==> src/rtl/glyph_pkg.sv <==
// Shared types, default geometry and address checking for the glyph bitmap store.
package glyph_pkg;

  typedef enum logic {StIdle, StClear} clear_state_e;

  localparam int unsigned DefGlyphW    = 4;
  localparam int unsigned DefGlyphH    = 5;
  localparam int unsigned DefNumGlyphs = 16;

  localparam logic [DefGlyphW*DefGlyphH-1:0] DefResetPattern = 20'hA5AA5;

  function automatic logic in_range(input int unsigned glyph, input int unsigned x,
                                    input int unsigned y, input int unsigned num_glyphs,
                                    input int unsigned glyph_w, input int unsigned glyph_h);
    return (glyph < num_glyphs) && (x < glyph_w) && (y < glyph_h);
  endfunction

endpackage

==> src/rtl/glyph_clear_fsm.sv <==
// Background clear engine: walks every glyph row once, one row per cycle, then pulses done.
module glyph_clear_fsm
  import glyph_pkg::*;
#(
  parameter int unsigned NUM_GLYPHS = DefNumGlyphs,
  parameter int unsigned GLYPH_H    = DefGlyphH,
  localparam int unsigned GW = (NUM_GLYPHS > 1) ? $clog2(NUM_GLYPHS) : 1,
  localparam int unsigned YW = (GLYPH_H > 1) ? $clog2(GLYPH_H) : 1
) (
  input  logic          clock,
  input  logic          rst_n,
  input  logic          clear_start,
  output logic          busy,
  output logic          done,
  output logic          clr_we,
  output logic [GW-1:0] clr_glyph,
  output logic [YW-1:0] clr_y
);

  clear_state_e  state_q, state_d;
  logic [GW-1:0] glyph_q, glyph_d;
  logic [YW-1:0] y_q, y_d;
  logic          done_q, done_d;
  logic          last_row;

  assign last_row = (glyph_q == GW'(NUM_GLYPHS - 1)) && (y_q == YW'(GLYPH_H - 1));

  always_ff @(posedge clock or negedge rst_n) begin
    if (!rst_n) begin
      state_q <= StIdle;
      glyph_q <= '0;
      y_q     <= '0;
      done_q  <= 1'b0;
    end else begin
      state_q <= state_d;
      glyph_q <= glyph_d;
      y_q     <= y_d;
      done_q  <= done_d;
    end
  end

  always_comb begin
    state_d = state_q;
    glyph_d = glyph_q;
    y_d     = y_q;
    done_d  = 1'b0;
    unique case (state_q)
      StIdle: begin
        if (clear_start) begin
          state_d = StClear;
          glyph_d = '0;
          y_d     = '0;
        end
      end
      StClear: begin
        if (last_row) begin
          state_d = StIdle;
          glyph_d = '0;
          y_d     = '0;
          done_d  = 1'b1;
        end else if (y_q == YW'(GLYPH_H - 1)) begin
          y_d     = '0;
          glyph_d = glyph_q + GW'(1);
        end else begin
          y_d = y_q + YW'(1);
        end
      end
      default: state_d = StIdle;
    endcase
  end

  always_comb begin
    busy      = (state_q == StClear);
    clr_we    = (state_q == StClear);
    clr_glyph = glyph_q;
    clr_y     = y_q;
    done      = done_q;
  end

endmodule

==> src/rtl/glyph_memory.sv <==
// Multi-glyph 1-bit bitmap store with a pixel write port and registered pixel read port.
// Optional background clear engine is built when GLYPH_MEMORY_CLEAR_EN is defined.
module glyph_memory
  import glyph_pkg::*;
#(
  parameter int unsigned GLYPH_W    = DefGlyphW,
  parameter int unsigned GLYPH_H    = DefGlyphH,
  parameter int unsigned NUM_GLYPHS = DefNumGlyphs,
  parameter logic [GLYPH_W*GLYPH_H-1:0] RESET_PATTERN = DefResetPattern,
  localparam int unsigned GW = (NUM_GLYPHS > 1) ? $clog2(NUM_GLYPHS) : 1,
  localparam int unsigned XW = (GLYPH_W > 1) ? $clog2(GLYPH_W) : 1,
  localparam int unsigned YW = (GLYPH_H > 1) ? $clog2(GLYPH_H) : 1
) (
  input  logic          clock,
  input  logic          rst_n,
  input  logic          wr_en,
  input  logic [GW-1:0] wr_glyph,
  input  logic [XW-1:0] wr_x,
  input  logic [YW-1:0] wr_y,
  input  logic          wr_data,
  input  logic          rd_en,
  input  logic [GW-1:0] rd_glyph,
  input  logic [XW-1:0] rd_x,
  input  logic [YW-1:0] rd_y,
  output logic          rd_data,
  output logic          rd_valid,
  input  logic          clear_start,
  output logic          busy,
  output logic          done
);

  logic [GLYPH_W-1:0] mem_q [NUM_GLYPHS][GLYPH_H];

  logic          clr_we;
  logic [GW-1:0] clr_glyph;
  logic [YW-1:0] clr_y;
  logic          wr_ok, rd_ok, rd_bit;
  logic          rd_data_q, rd_valid_q;

`ifdef GLYPH_MEMORY_CLEAR_EN
  glyph_clear_fsm #(
    .NUM_GLYPHS(NUM_GLYPHS),
    .GLYPH_H   (GLYPH_H)
  ) u_clear_fsm (
    .clock      (clock),
    .rst_n      (rst_n),
    .clear_start(clear_start),
    .busy       (busy),
    .done       (done),
    .clr_we     (clr_we),
    .clr_glyph  (clr_glyph),
    .clr_y      (clr_y)
  );
`else
  logic unused_clear_start;
  assign unused_clear_start = clear_start;
  assign busy      = 1'b0;
  assign done      = 1'b0;
  assign clr_we    = 1'b0;
  assign clr_glyph = '0;
  assign clr_y     = '0;
`endif

  assign wr_ok = wr_en && !busy &&
                 in_range(32'(wr_glyph), 32'(wr_x), 32'(wr_y), NUM_GLYPHS, GLYPH_W, GLYPH_H);
  assign rd_ok = in_range(32'(rd_glyph), 32'(rd_x), 32'(rd_y), NUM_GLYPHS, GLYPH_W, GLYPH_H);

  always_comb begin
    rd_bit = 1'b0;
    if (rd_ok) rd_bit = mem_q[rd_glyph][rd_y][rd_x];
  end

  always_ff @(posedge clock or negedge rst_n) begin
    if (!rst_n) begin
      for (int unsigned g = 0; g < NUM_GLYPHS; g++) begin
        for (int unsigned y = 0; y < GLYPH_H; y++) begin
          mem_q[g][y] <= RESET_PATTERN[y*GLYPH_W +: GLYPH_W];
        end
      end
    end else begin
      // Clear rows and host writes never coincide: host writes are blocked while busy.
      if (clr_we) mem_q[clr_glyph][clr_y] <= RESET_PATTERN[32'(clr_y)*GLYPH_W +: GLYPH_W];
      if (wr_ok) mem_q[wr_glyph][wr_y][wr_x] <= wr_data;
    end
  end

  always_ff @(posedge clock or negedge rst_n) begin
    if (!rst_n) begin
      rd_data_q  <= 1'b0;
      rd_valid_q <= 1'b0;
    end else begin
      rd_valid_q <= rd_en;
      if (rd_en) rd_data_q <= rd_bit;
    end
  end

  assign rd_data  = rd_data_q;
  assign rd_valid = rd_valid_q;

endmodule

==> config.mk <==
export PLATFORM = sky130hd
export DESIGN_NAME = glyph_memory
export DESIGN_NICKNAME = d
export VERILOG_FILES = /design/src/rtl/glyph_pkg.sv /design/src/rtl/glyph_clear_fsm.sv /design/src/rtl/glyph_memory.sv
export SDC_FILE = /design/constraint.sdc
export NUM_CORES = 1
export LEC_CHECK = 0
export ABC_AREA = 1
export CAP_MARGIN = 40
export CELL_PAD_IN_SITES_DETAIL_PLACEMENT = 0
export CELL_PAD_IN_SITES_GLOBAL_PLACEMENT = 1
export CORE_MARGIN = 2
export CORE_UTILIZATION = 41
export DETAILED_ROUTE_END_ITERATION = 10
export GPL_TIMING_DRIVEN = 1
export HOLD_SLACK_MARGIN = 0.12
export PLACE_DENSITY = 0.73
export SLEW_MARGIN = 20
export SYNTH_ARGS = -nofsm -noshare
export SYNTH_HDL_FRONTEND = slang
export SYNTH_SLANG_ARGS = --single-unit
==> constraint.sdc <==
create_clock -name clock -period 3.3 [get_ports clock]
set_input_delay 0.66 -clock clock [delete_from_list [all_inputs] [get_ports clock]]
set_output_delay 0.66 -clock clock [all_outputs]
set_load 0.05 [all_outputs]
* Yosys cells after proc, flatten, opt, wreduce, memory -nomap -nowiden *
Index checks and enable logic that the tools add are counted.

word-level totals
  register bits = 322
  input bits = 24
  output and inout port bits = 4
  logic and storage cells = 117

operators by class
  $lt $le $gt $ge = 11
  multiplexer cells = 16
  bitwise operators = 4
  reduce and logical (&&, ||, !) cells = 4

operator list
  cell                                                                          count
  320-bit bitwise mux                                                           1
  20-bit binary-select mux with 4-bit select                                    1
  20-bit demux with 4-bit select                                                1
  20-bit 2-to-1 mux                                                             3
  4-bit binary-select mux with 3-bit select                                     1
  4-bit demux with 3-bit select                                                 1
  4-bit 2-to-1 mux                                                              3
  5-bit >= comparator, second input constant                                    2
  4-bit NOT with 5-bit output                                                   2
  4-bit >= comparator, second input constant                                    2
  3-bit NOT with 4-bit output                                                   2
  2-bit by 3-bit less-than comparator with 1-bit output, second input constant  2
  3-bit less-than comparator, second input constant                             2
  5-bit by 1-bit less-than comparator with 1-bit output, second input constant  1
  1-bit logical AND                                                             4
  4-bit by 1-bit less-than comparator with 1-bit output, second input constant  1
  1-bit 2-to-1 mux                                                              3
  1-bit binary-select mux with 2-bit select                                     1
  1-bit demux with 2-bit select                                                 1
  2-bit by 1-bit >= comparator with 1-bit output, second input constant         1

* Depth between registers and ports, before layout *
Gate-level depths: netlist (run 1).

  depth in word-level cells = 10
  depth in mapped cells = 19
  mapped depth without buffers = 17

* Worst setup path before layout (run 1) *
No wires, ideal clock.

  path kind = input -> register
  from = in rd_glyph[0]
  to = reg rd_data_q (netlist: rd_data)
  library setup time = 0.118 ns
  arrival time = 1.838 ns
  required time = 3.182 ns
  slack = 1.344 ns
  stages on the path = 15
  path buffers = 3
  cells stage by stage = buf_6 > buf_6 > buf_4 > nor2_1 > nor2_1 > o21ai_1 > o211ai_1 > nand3_1 > nand2_1 > a21oi_1 > nand2_1 > nand3_1 > nand2_1 > nand2_1 > nand2_1

on the way
  longest elaborated chain between the ends = 10

ends and longest elaborated chain
  element                                               line                source
  from (decl)                                           glyph_memory.sv:22  input logic [GW-1:0] rd_glyph,
  4-bit NOT with 5-bit output (not written as such)     glyph_memory.sv:70  if (rd_ok) rd_bit = mem_q[rd_glyph][rd_y][rd_x];
  20-bit binary-select mux with 4-bit select            glyph_memory.sv:70
  20-bit 2-to-1 mux (not written as such) (2 in a row)  glyph_memory.sv:70
  4-bit binary-select mux with 3-bit select             glyph_memory.sv:70
  4-bit 2-to-1 mux (not written as such) (2 in a row)   glyph_memory.sv:70
  1-bit binary-select mux with 2-bit select             glyph_memory.sv:70
  1-bit 2-to-1 mux (not written as such)                glyph_memory.sv:70
  1-bit 2-to-1 mux                                      glyph_memory.sv:70
  to (signal assigned)                                  glyph_memory.sv:93  if (rd_en) rd_data_q <= rd_bit;
  to (decl)                                             glyph_memory.sv:38  logic rd_data_q, rd_valid_q;

No other way between the ends. The select of a mux whose other input is x is not followed.
A chain may end at the register's enable or synchronous reset.

* Worst setup path in the final report (run 1) *
  from = in wr_y[1]
  to = reg mem_q[204] (netlist bit)

on the way
  longest elaborated chain between the ends = 8
  elaborated cells between the ends (all ways) = 11
  those cells by class = order compare: 3; mux: 5; bitwise: 1; reduce/logical: 2

ends and longest elaborated chain
  element                                                                                                                    line                source
  from (decl)                                                                                                                glyph_memory.sv:19  input logic [YW-1:0] wr_y,
  3-bit NOT with 4-bit output (not written as such)                                                                          glyph_memory.sv:83  if (wr_ok) mem_q[wr_glyph][wr_y][wr_x] <= wr_data;
  4-bit >= comparator (not written as such) / 4-bit by 1-bit less-than comparator with 1-bit output (equally long branches)  glyph_memory.sv:83
  1-bit logical AND (not written as such)                                                                                    glyph_memory.sv:83
  4-bit 2-to-1 mux (not written as such)                                                                                     glyph_memory.sv:83
  4-bit demux with 3-bit select                                                                                              glyph_memory.sv:83
  20-bit 2-to-1 mux (not written as such)                                                                                    glyph_memory.sv:83
  20-bit demux with 4-bit select                                                                                             glyph_memory.sv:83
  320-bit bitwise mux                                                                                                        glyph_memory.sv:83
  to (signal, indexed assignment)                                                                                            glyph_memory.sv:77  mem_q[g][y] <= RESET_PATTERN[y*GLYPH_W +: GLYPH_W];
  to (signal, indexed assignment)                                                                                            glyph_memory.sv:82  if (clr_we) mem_q[clr_glyph][clr_y] <= RESET_PATTERN[32'(clr_y)*GLYPH_W +: GLYPH_W];
  to (signal, indexed assignment)                                                                                            glyph_memory.sv:83
  to (decl)                                                                                                                  glyph_memory.sv:32  logic [GLYPH_W-1:0] mem_q [NUM_GLYPHS][GLYPH_H];

Parallel ways exist; a longest one is shown, timed or not.

==> out/results.tsv, run 1 <==
metric	value	unit
design_area	0.01867	sq mm
synth_seq_cells	322	
clk_pin_slew	0.06	ns
timing.rr.start	mem_q[35]	
synth_area_leaders	dfstp_2 (26%), dfrtp_1 (25%), a31oi_1 (12%)	
finalMaxSlewViolations	0	
synth-main-ff-cell	dfrtp_1	
crit_arrival	2.94	ns
power.share.clock	46.4	%
cts_root_buffer	clkbuf_16	
power_leakage	7.631	nW
placed_area	0.01733	sq mm
cts_max_path_buffers	3	
crit_chain	clkdlybuf4s50_1 > nor2_1 > o21a_1 > nand3_1 > nor2_4 > buf_12 > a21oi_1 > a31oi_1	
crit_required	3.76	ns
async_reset_ff_share	100.0	%
io_buffers	24	
crit_fanout	27	
cts-buffers-inserted	38	
cp_slowest_cell	clkdlybuf4s50_1	
dp_slack	0.2929	ns
track_usage	24.38	%
start_util	41.38	%
yosysTopAreaCell	dfstp_2	
postCtsSetupBuffers	0	
yosysWarningCount	0	
reg2reg_depth	16	
fin_ws	0.8264	ns
worstMarginPinSlew	0.6983	ns
die_area	0.04162	sq mm
drc	0	
hold_buffers	0	
cts-resized-gates	0	
syn_area	0.01640	sq mm
synth_top_cell_area_share	25.63	%
hp-class	input port to asynchronous set/reset pin	
outcome	finished, final reports clean	
firstDrtPassIters	5	
seq_area_frac_synth	50.34	%
insertion_delay	0.54	ns
timing.final.crit_share	74.96	%
whs	0.1235	ns
avgViaCountPerCell	5.778	
power_density	512.3	mW/mm^2
ys_types	25	
final_hold_viol_count	0	
nets	1950	
setup_tns	0	ns
drive_above_1_share	17.23	%
ys_top_cells_by_count	nand2_1 (385), a21oi_1 (319), a31oi_1 (314)	
synth_edf_count	0	
post-route-min-period	2.474	ns
drt_iter0_drc	1347	
core	0.03964	sq mm
power_frac_seq	44.0	%
antenna_left	0	
skew	0.007306	ns
rsz0062_at_grt	false	
grt_overflow_total	0	
dp_hpwl	26.15	mm
antenna_found_initial	0	
power.total	9.562	mW
synth_area_per_cell	8.153	sq um
maxCapViolCount	0	
vias	14330	
switching_share	24.80	%
endpoint_kind	flop	
grt_pass1_vias	13470	
synthCells	2012	
cts_tree	built	
rrSetupSlack	1.42	ns
wirelength	50.06	mm
die_x	204.0	um
p_comb_share	9.6	%
grt_pass1_wl	79.57	mm
n_antenna_cell	0	
max-slew-margin-rel	53.45	%
row_count	73	
startpoint_type	input port	
critPathMaxStageDelay	0.49	ns
pin_count	28	
setup_viol	0	
clock-sinks	322	
die_y	204.0	um
reg2reg_to	rd_data	
fmax	404.3	MHz
drt-wirelength-per-cell	20.18	um
gp_congestion	0.8029	
setup.worst_path.class	input port to flop	
intPower	7.191	mW
ctsHtreeMaxLevel	2	
grt_start_max_net_pins	101	
yosys.cell_count.top_type	nand2_1	
syn2layout_area_growth	13.80	%
max-vdd-ir-drop	0.3343	mV
switchingPower	2.371	mW
[routing by layer]
layer / vias up / share of wire (%) / GRT usage, %
li1: 6890 / - / -
met1: 6964 / 48 / 36.18
met2: 421 / 45 / 37.90
met3: 59 / 5.7 / 3.205
met4: 0 / 1.6 / 5.590
met5: - / 0 / 0
[how the worst max path moves through the flow]
stage / to / slack, ns / cells after the start / from
after floorplan: rd_data / 1.34 / 15 / rd_glyph[0]
after global placement: mem_q[201] / 0.34 / 8 / wr_y[1]
after detailed placement: mem_q[210] / 0.29 / 8 / wr_y[1]
after CTS: mem_q[210] / 0.85 / 8 / wr_y[1]
after global routing: mem_q[201] / 0.67 / 8 / wr_y[1]
final: mem_q[204] / 0.83 / 8 / wr_y[1]
[cells in the final DEF (no fill, tap or decap), types with 33 or more instances in the layout]
master     count
a31oi_1      314
nand2_1      385
nand3_1      191
clkbuf_16     41
o21ai_0       33
buf_4         45
inv_1         64
dfrtp_1      162
dfstp_2      160
a21oi_1      319
nor2_1        82
[area by class of cell]
class,count,area [sq um]
clock buffer,64,1232
clock inverter,6,107.6
fill,3877,20970
inverter,71,279.0
multi-input combinational,1395,6963
sequential,322,8258
tap,525,656.9
timing repair buffer,98,1170
[per-stage QoR]
stage | util (%) | instances
after floorplan | - | 2013
after global placement | 43.71 | 2411
after detailed placement | 43.71 | 2411
after CTS | 47.09 | 2481
after global routing | 47.09 | 2481
final | 47.09 | 2481
[power groups by stage]
stage / clock network [mW] / logic [mW] / registers [mW]
global placement: 0 / 0.914 / 4.26
CTS: 4.54 / 0.926 / 4.20
floorplan: 0 / 0.561 / 4.26
finish: 4.44 / 0.921 / 4.20
detailed placement: 0 / 0.924 / 4.27
global route: 4.70 / 1.03 / 4.22
[critical path, delay by kind of cell]
kind	cells	cell delay [ns]
AOI/OAI and AO/OA	3	0.55
buffers and inverters	2	0.74
and+or+nand+nor	3	0.96
[sequential cells by signal, summed over array words and instances, names as in the netlist]
name	count
rd_data	1
mem_q	320
rd_valid	1
[cells by family after synthesis]
group | count (synthesis) | share of synthesized area [%]
and+or+nand+nor | 696 | 17.41
buffers and inverters | 296 | 8.268
DFF | 322 | 50.34
other | 1 | 0.02286
AOI/OAI and AO/OA | 697 | 23.95
Note: power is estimated with default switching activity, not from simulation.
==> inputs of run 2 (changes only) <==
- PLACE_DENSITY: 0.73 -> 0.76
- clock period: 3.3 -> 2.1 ns (I/O delays scaled with it)
==> out/results.tsv, run 2 (same netlist as run 1, synthesis figures left out) <==
metric	value	unit	change
hp-class	input port to asynchronous set/reset pin		
startpoint_type	input port		
drc	0		unchanged
rsz0062_at_grt	false		
setup.worst_path.class	input port to flop		
multi_input_area	0.006960	sq mm	about the same
post-route-min-period	1.870	ns	
crit_arrival	2.36	ns	-0.58 ns
maxCapViolCount	0		unchanged
grt_overflow_total	0		unchanged
die_x	204.0	um	unchanged
row_count	73		unchanged
wirelength	50.88	mm	+1.6%
cts_max_path_buffers	3		unchanged
avgViaCountPerCell	5.790		+0.22%
grt_start_max_net_pins	83		-18%
rrSetupSlack	0.28	ns	-1.14 ns
final_cell_mix	nand2_1 (385), a21oi_1 (319), a31oi_1 (314)		
n_antenna_cell	0		unchanged
path_buf_inv	3		+1
cts-buffers-inserted	38		unchanged
crit_required	2.59	ns	-1.17 ns
grt_pass1_vias	13920		+3.3%
pin_count	28		unchanged
die_y	204.0	um	unchanged
final_cells	2544		+2.5%
setup_viol	0		unchanged
skew	0.008000	ns	+0.0006941 ns
utilization	49.85	%	+2.8 points
cts_tree	built		
dp_slack	-0.2887	ns	-0.5815 ns
fmax	534.8	MHz	
fin_ws	0.2303	ns	-0.5961 ns
layout_commonest_cell	nand2_1		
start_util	41.38	%	unchanged
insertion_delay	0.54	ns	about the same
core	0.03964	sq mm	unchanged
drive_above_1_share	19.56	%	+2.3 points
fillCellCount	3819		-1.5%
power.total	15.02	mW	+57%
design_area	0.01976	sq mm	+5.9%
drt-wirelength-per-cell	20.00	um	-0.88%
nets	2014		+3.3%
largest_reg_flops	320		unchanged
dpl.cell_count	2474		+2.6%
final_hold_viol_count	0		unchanged
die_area	0.04162	sq mm	unchanged
endpoint_kind	flop		
antenna_left	0		unchanged
drt_iter0_drc	1558		+16%
largest_register	mem_q		
vias	14730		+2.8%
io_buffers	24		unchanged
max-slew-margin-rel	65.92	%	+12 points
worstMarginPinSlew	0.5133	ns	-0.1850 ns
max-vdd-ir-drop	0.4981	mV	+49%
crit_fanout	9		-67%
cp_top_family	buffers and inverters		
critPathMaxStageDelay	0.60	ns	+0.11 ns
timing.final.crit_share	89.03	%	
critPathMostFrequentCell	nand2_1		
grt_pass1_wl	80.88	mm	+1.6%
firstDrtPassIters	5		unchanged
power_density	760.2	mW/mm^2	+48%
regArea	0.008258	sq mm	unchanged
crit_chain	clkdlybuf4s50_1 > buf_4 > nand3_1 > nand2_1 > nand2_1 > nand2_1 > clkinv_1 > nand2_1 > nand2_1 > nand2_1 > nand3_1 > nand2_1 > nand2_1 > nand2_1		
clk_pin_slew	0.06	ns	about the same
antenna_found_initial	0		unchanged
syn2layout_area_growth	20.48	%	
placed_area	0.01846	sq mm	+6.5%
finalMaxSlewViolations	0		unchanged
clock-sinks	322		unchanged
cp_slowest_cell	clkdlybuf4s50_1		
track_usage	24.88	%	+0.50 points
power_leakage	8.114	nW	+6.3%
gp_congestion	0.8136		+1.3%
cts_root_buffer	clkbuf_16		
dp_hpwl	30.77	mm	+18%
ctsHtreeMaxLevel	2		unchanged
outcome	finished, final reports clean		
run 2: layer usage:
| metal | track usage (%) | wire (um) | vias up |
|---|---|---|---|
| met5 | 0 | 0 | - |
| met4 | 7.867 | 1396 | 0 |
| met3 | 5.038 | 3383 | 78 |
| met2 | 37.84 | 22650 | 505 |
| met1 | 35.64 | 23450 | 7108 |
| li1 | - | - | 7039 |
run 2: stage by stage:
step / setup TNS, ns / hold WS, ns
after global routing: 0 / 0.2960
after detailed placement: -62.80 / 0.2874
after floorplan: 0 / 0.1244
final: 0 / 0.3075
after CTS: 0 / 0.2868
after global placement: -49.93 / 0.2865
run 2: final timing paths:
kind	to	start	cells after the start
max	rd_data	rd_glyph[3]	14
min	mem_q[19]	rst_n	2
max reg2reg	rd_data	mem_q[18]	16
min reg2reg	rd_data	rd_data	2
max in group asynchronous	mem_q[266]	rst_n	3
min in group clock	rd_valid	rd_en	1
run 2: repair_timing:
item                                    CTS  global route
endpoints found under the hold margin   155             0
setup buffers                             0             0
hold buffers                              1             0
endpoints found under the setup margin    2             0
gates resized for setup                   2             0
run 2: layout make-up:
class,instances,share of cell area [%]
Sequential cell,322,41.79
Multi-Input combinational cell,1395,35.22
Timing Repair Buffer,162,11.71
Clock buffer,66,6.223
Tap cell,525,3.324
Inverter,71,1.412
Clock inverter,3,0.3292
run 2: power breakdown:
part	switching, mW	internal [mW]	leakage, nW
sequential	0.107	6.50	3.89
combinational	1.04	0.573	3.59
clock	2.60	4.20	0.633
==> inputs of run 3 (changes only) <==
- CORE_UTILIZATION: 41 -> 38
- PLACE_DENSITY: 0.76 -> 0.71
==> out/results.tsv, run 3 (same netlist as run 1, synthesis figures left out) <==
metric	value	unit	change
cts_tree	built		
layout_commonest_cell	nand2_1		
grt_pass1_wl	82.32	mm	+1.8%
worstMarginPinSlew	0.5823	ns	+0.06903 ns
rsz0062_at_grt	false		
grt_overflow_total	0		unchanged
io_buffers	24		unchanged
power.total	14.97	mW	-0.38%
crit_arrival	2.40	ns	+0.04 ns
die_y	211.8	um	+3.8%
die_x	211.8	um	+3.8%
vias	14700		-0.24%
cp_slowest_cell	clkdlybuf4s50_1		
dpl.cell_count	2542		+2.7%
grt_pass1_vias	13690		-1.7%
drt-wirelength-per-cell	20.08	um	+0.42%
cts_max_path_buffers	3		unchanged
syn2layout_area_growth	20.97	%	
skew	0.008955	ns	+0.0009557 ns
crit_chain	clkdlybuf4s50_1 > nor2_1 > o21a_1 > nand3_1 > buf_4 > nor2_4 > buf_4 > a21oi_1 > a31oi_1		
nets	2023		+0.45%
clk_pin_slew	0.06	ns	about the same
drive_above_1_share	20.26	%	+0.69 points
track_usage	23.85	%	-1.0 points
reg2reg_depth	16		unchanged
power_density	754.3	mW/mm^2	-0.78%
startpoint_type	input port		
firstDrtPassIters	5		unchanged
pin_count	28		unchanged
grt_start_max_net_pins	68		-18%
start_util	38.25	%	-3.1 points
final_cells	2614		+2.8%
setup_viol	0		unchanged
whs	0.3925	ns	+0.08491 ns
antenna_left	0		unchanged
drt_iter0_drc	1633		+4.8%
max-vdd-ir-drop	0.4966	mV	-0.31%
endpoint_kind	flop		
fmax	517.8	MHz	-3.2%
drc	0		unchanged
clock-sinks	322		unchanged
crit_required	2.57	ns	-0.02 ns
finalMaxSlewViolations	0		unchanged
maxCapViolCount	0		unchanged
wirelength	52.50	mm	+3.2%
final_hold_viol_count	0		unchanged
ctsHtreeMaxLevel	2		unchanged
cts-buffers-inserted	39		+2.6%
final_cell_mix	nand2_1 (385), a21oi_1 (319), a31oi_1 (314)		
n_antenna_cell	0		unchanged
gp_congestion	0.8093		-0.53%
antenna_found_initial	0		unchanged
worstHoldPathCells	1		
power_leakage	8.155	nW	+0.50%
cts_root_buffer	clkbuf_16		
outcome	finished, final reports clean		
crit_fanout	10		+1
fillCellCount	4214		+10%
post-route-min-period	1.931	ns	+0.06142 ns
timing.rr.start	mem_q[253]		
utilization	46.27	%	-3.6 points
hp-class	input port to flop		
dp_hpwl	31.22	mm	+1.4%
max-slew-margin-rel	61.18	%	-4.7 points
startpoint	wr_y[0]		
core	0.04289	sq mm	+8.2%
insertion_delay	0.55	ns	about the same
die_area	0.04484	sq mm	+7.7%
avgViaCountPerCell	5.622		-2.9%
largest_reg_flops	320		unchanged
timing.final.crit_share	91.96	%	+2.9 points
worstHoldStart	rd_en		
setup.worst_path.class	input port to flop		
critPathMostFrequentCell	buf_4		
postCtsSetupBuffers	0		unchanged
largest_register	mem_q		
row_count	76		+4.1%
critPathMaxStageDelay	0.53	ns	-0.07 ns
run 3: cell type report:
| class | instances | area [sq um] | area share (%) |
|---|---|---|---|
| Clock buffer | 58 | 1180 | 5.946 |
| Sequential cell | 322 | 8258 | 41.62 |
| Multi-Input combinational cell | 1395 | 6963 | 35.09 |
| Inverter | 71 | 279.0 | 1.406 |
| Clock inverter | 13 | 95.09 | 0.4792 |
| Tap cell | 585 | 732.0 | 3.689 |
| Timing Repair Buffer | 170 | 2336 | 11.77 |
run 3: timing repair:
action / CTS / global route
endpoints found under the setup margin: 2 / 0
endpoints found under the hold margin: 28 / 0
hold buffers: 1 / 0
gates resized for setup: 2 / 0
run 3: layer usage:
layer / wire length, um / up-vias / share of wire, % / track usage (%)
li1: - / 7060 / - / -
met1: 25560 / 7176 / 49 / 35.80
met2: 23630 / 411 / 45 / 36.79
met3: 2611 / 48 / 5.0 / 3.249
met4: 699 / 0 / 1.3 / 4.565
met5: 0 / - / 0 / 0
run 3: final timing paths:
check | endpoint | slack [ns]
min in group asynchronous | mem_q[210] | 0.42
max in group asynchronous | mem_q[221] | 0.90
hold reg to reg | rd_data | 0.48
setup reg to reg | rd_data | 0.25
hold / removal | rd_valid | 0.39
setup / recovery | mem_q[223] | 0.17
run 3: power breakdown:
part           leakage, nW  total, mW  internal (mW)  switching, mW
clock                0.640       6.73           4.01           2.71
combinational         3.62       1.63          0.589           1.04
sequential            3.89       6.61           6.50          0.107
total                 8.15       15.0           11.1           3.86
run 3: per-stage QoR:
step / worst slack [ns] / setup TNS (ns) / area (sq um)
2_1_floorplan: 0.3844 / 0 / 16410
3_3_place_gp: -0.3065 / -79.91 / 18560
4_1_cts: 0.2406 / 0 / 19840
3_5_place_dp: -0.3257 / -84.13 / 18560
6_report: 0.1689 / 0 / 19840
5_1_grt: 0.05527 / 0 / 19840
run 3: critical path, delay by kind of cell:
family          cells  cell delay, ns
buf+inv             3            0.96
compound gates      3            0.51
simple gates        3            0.49
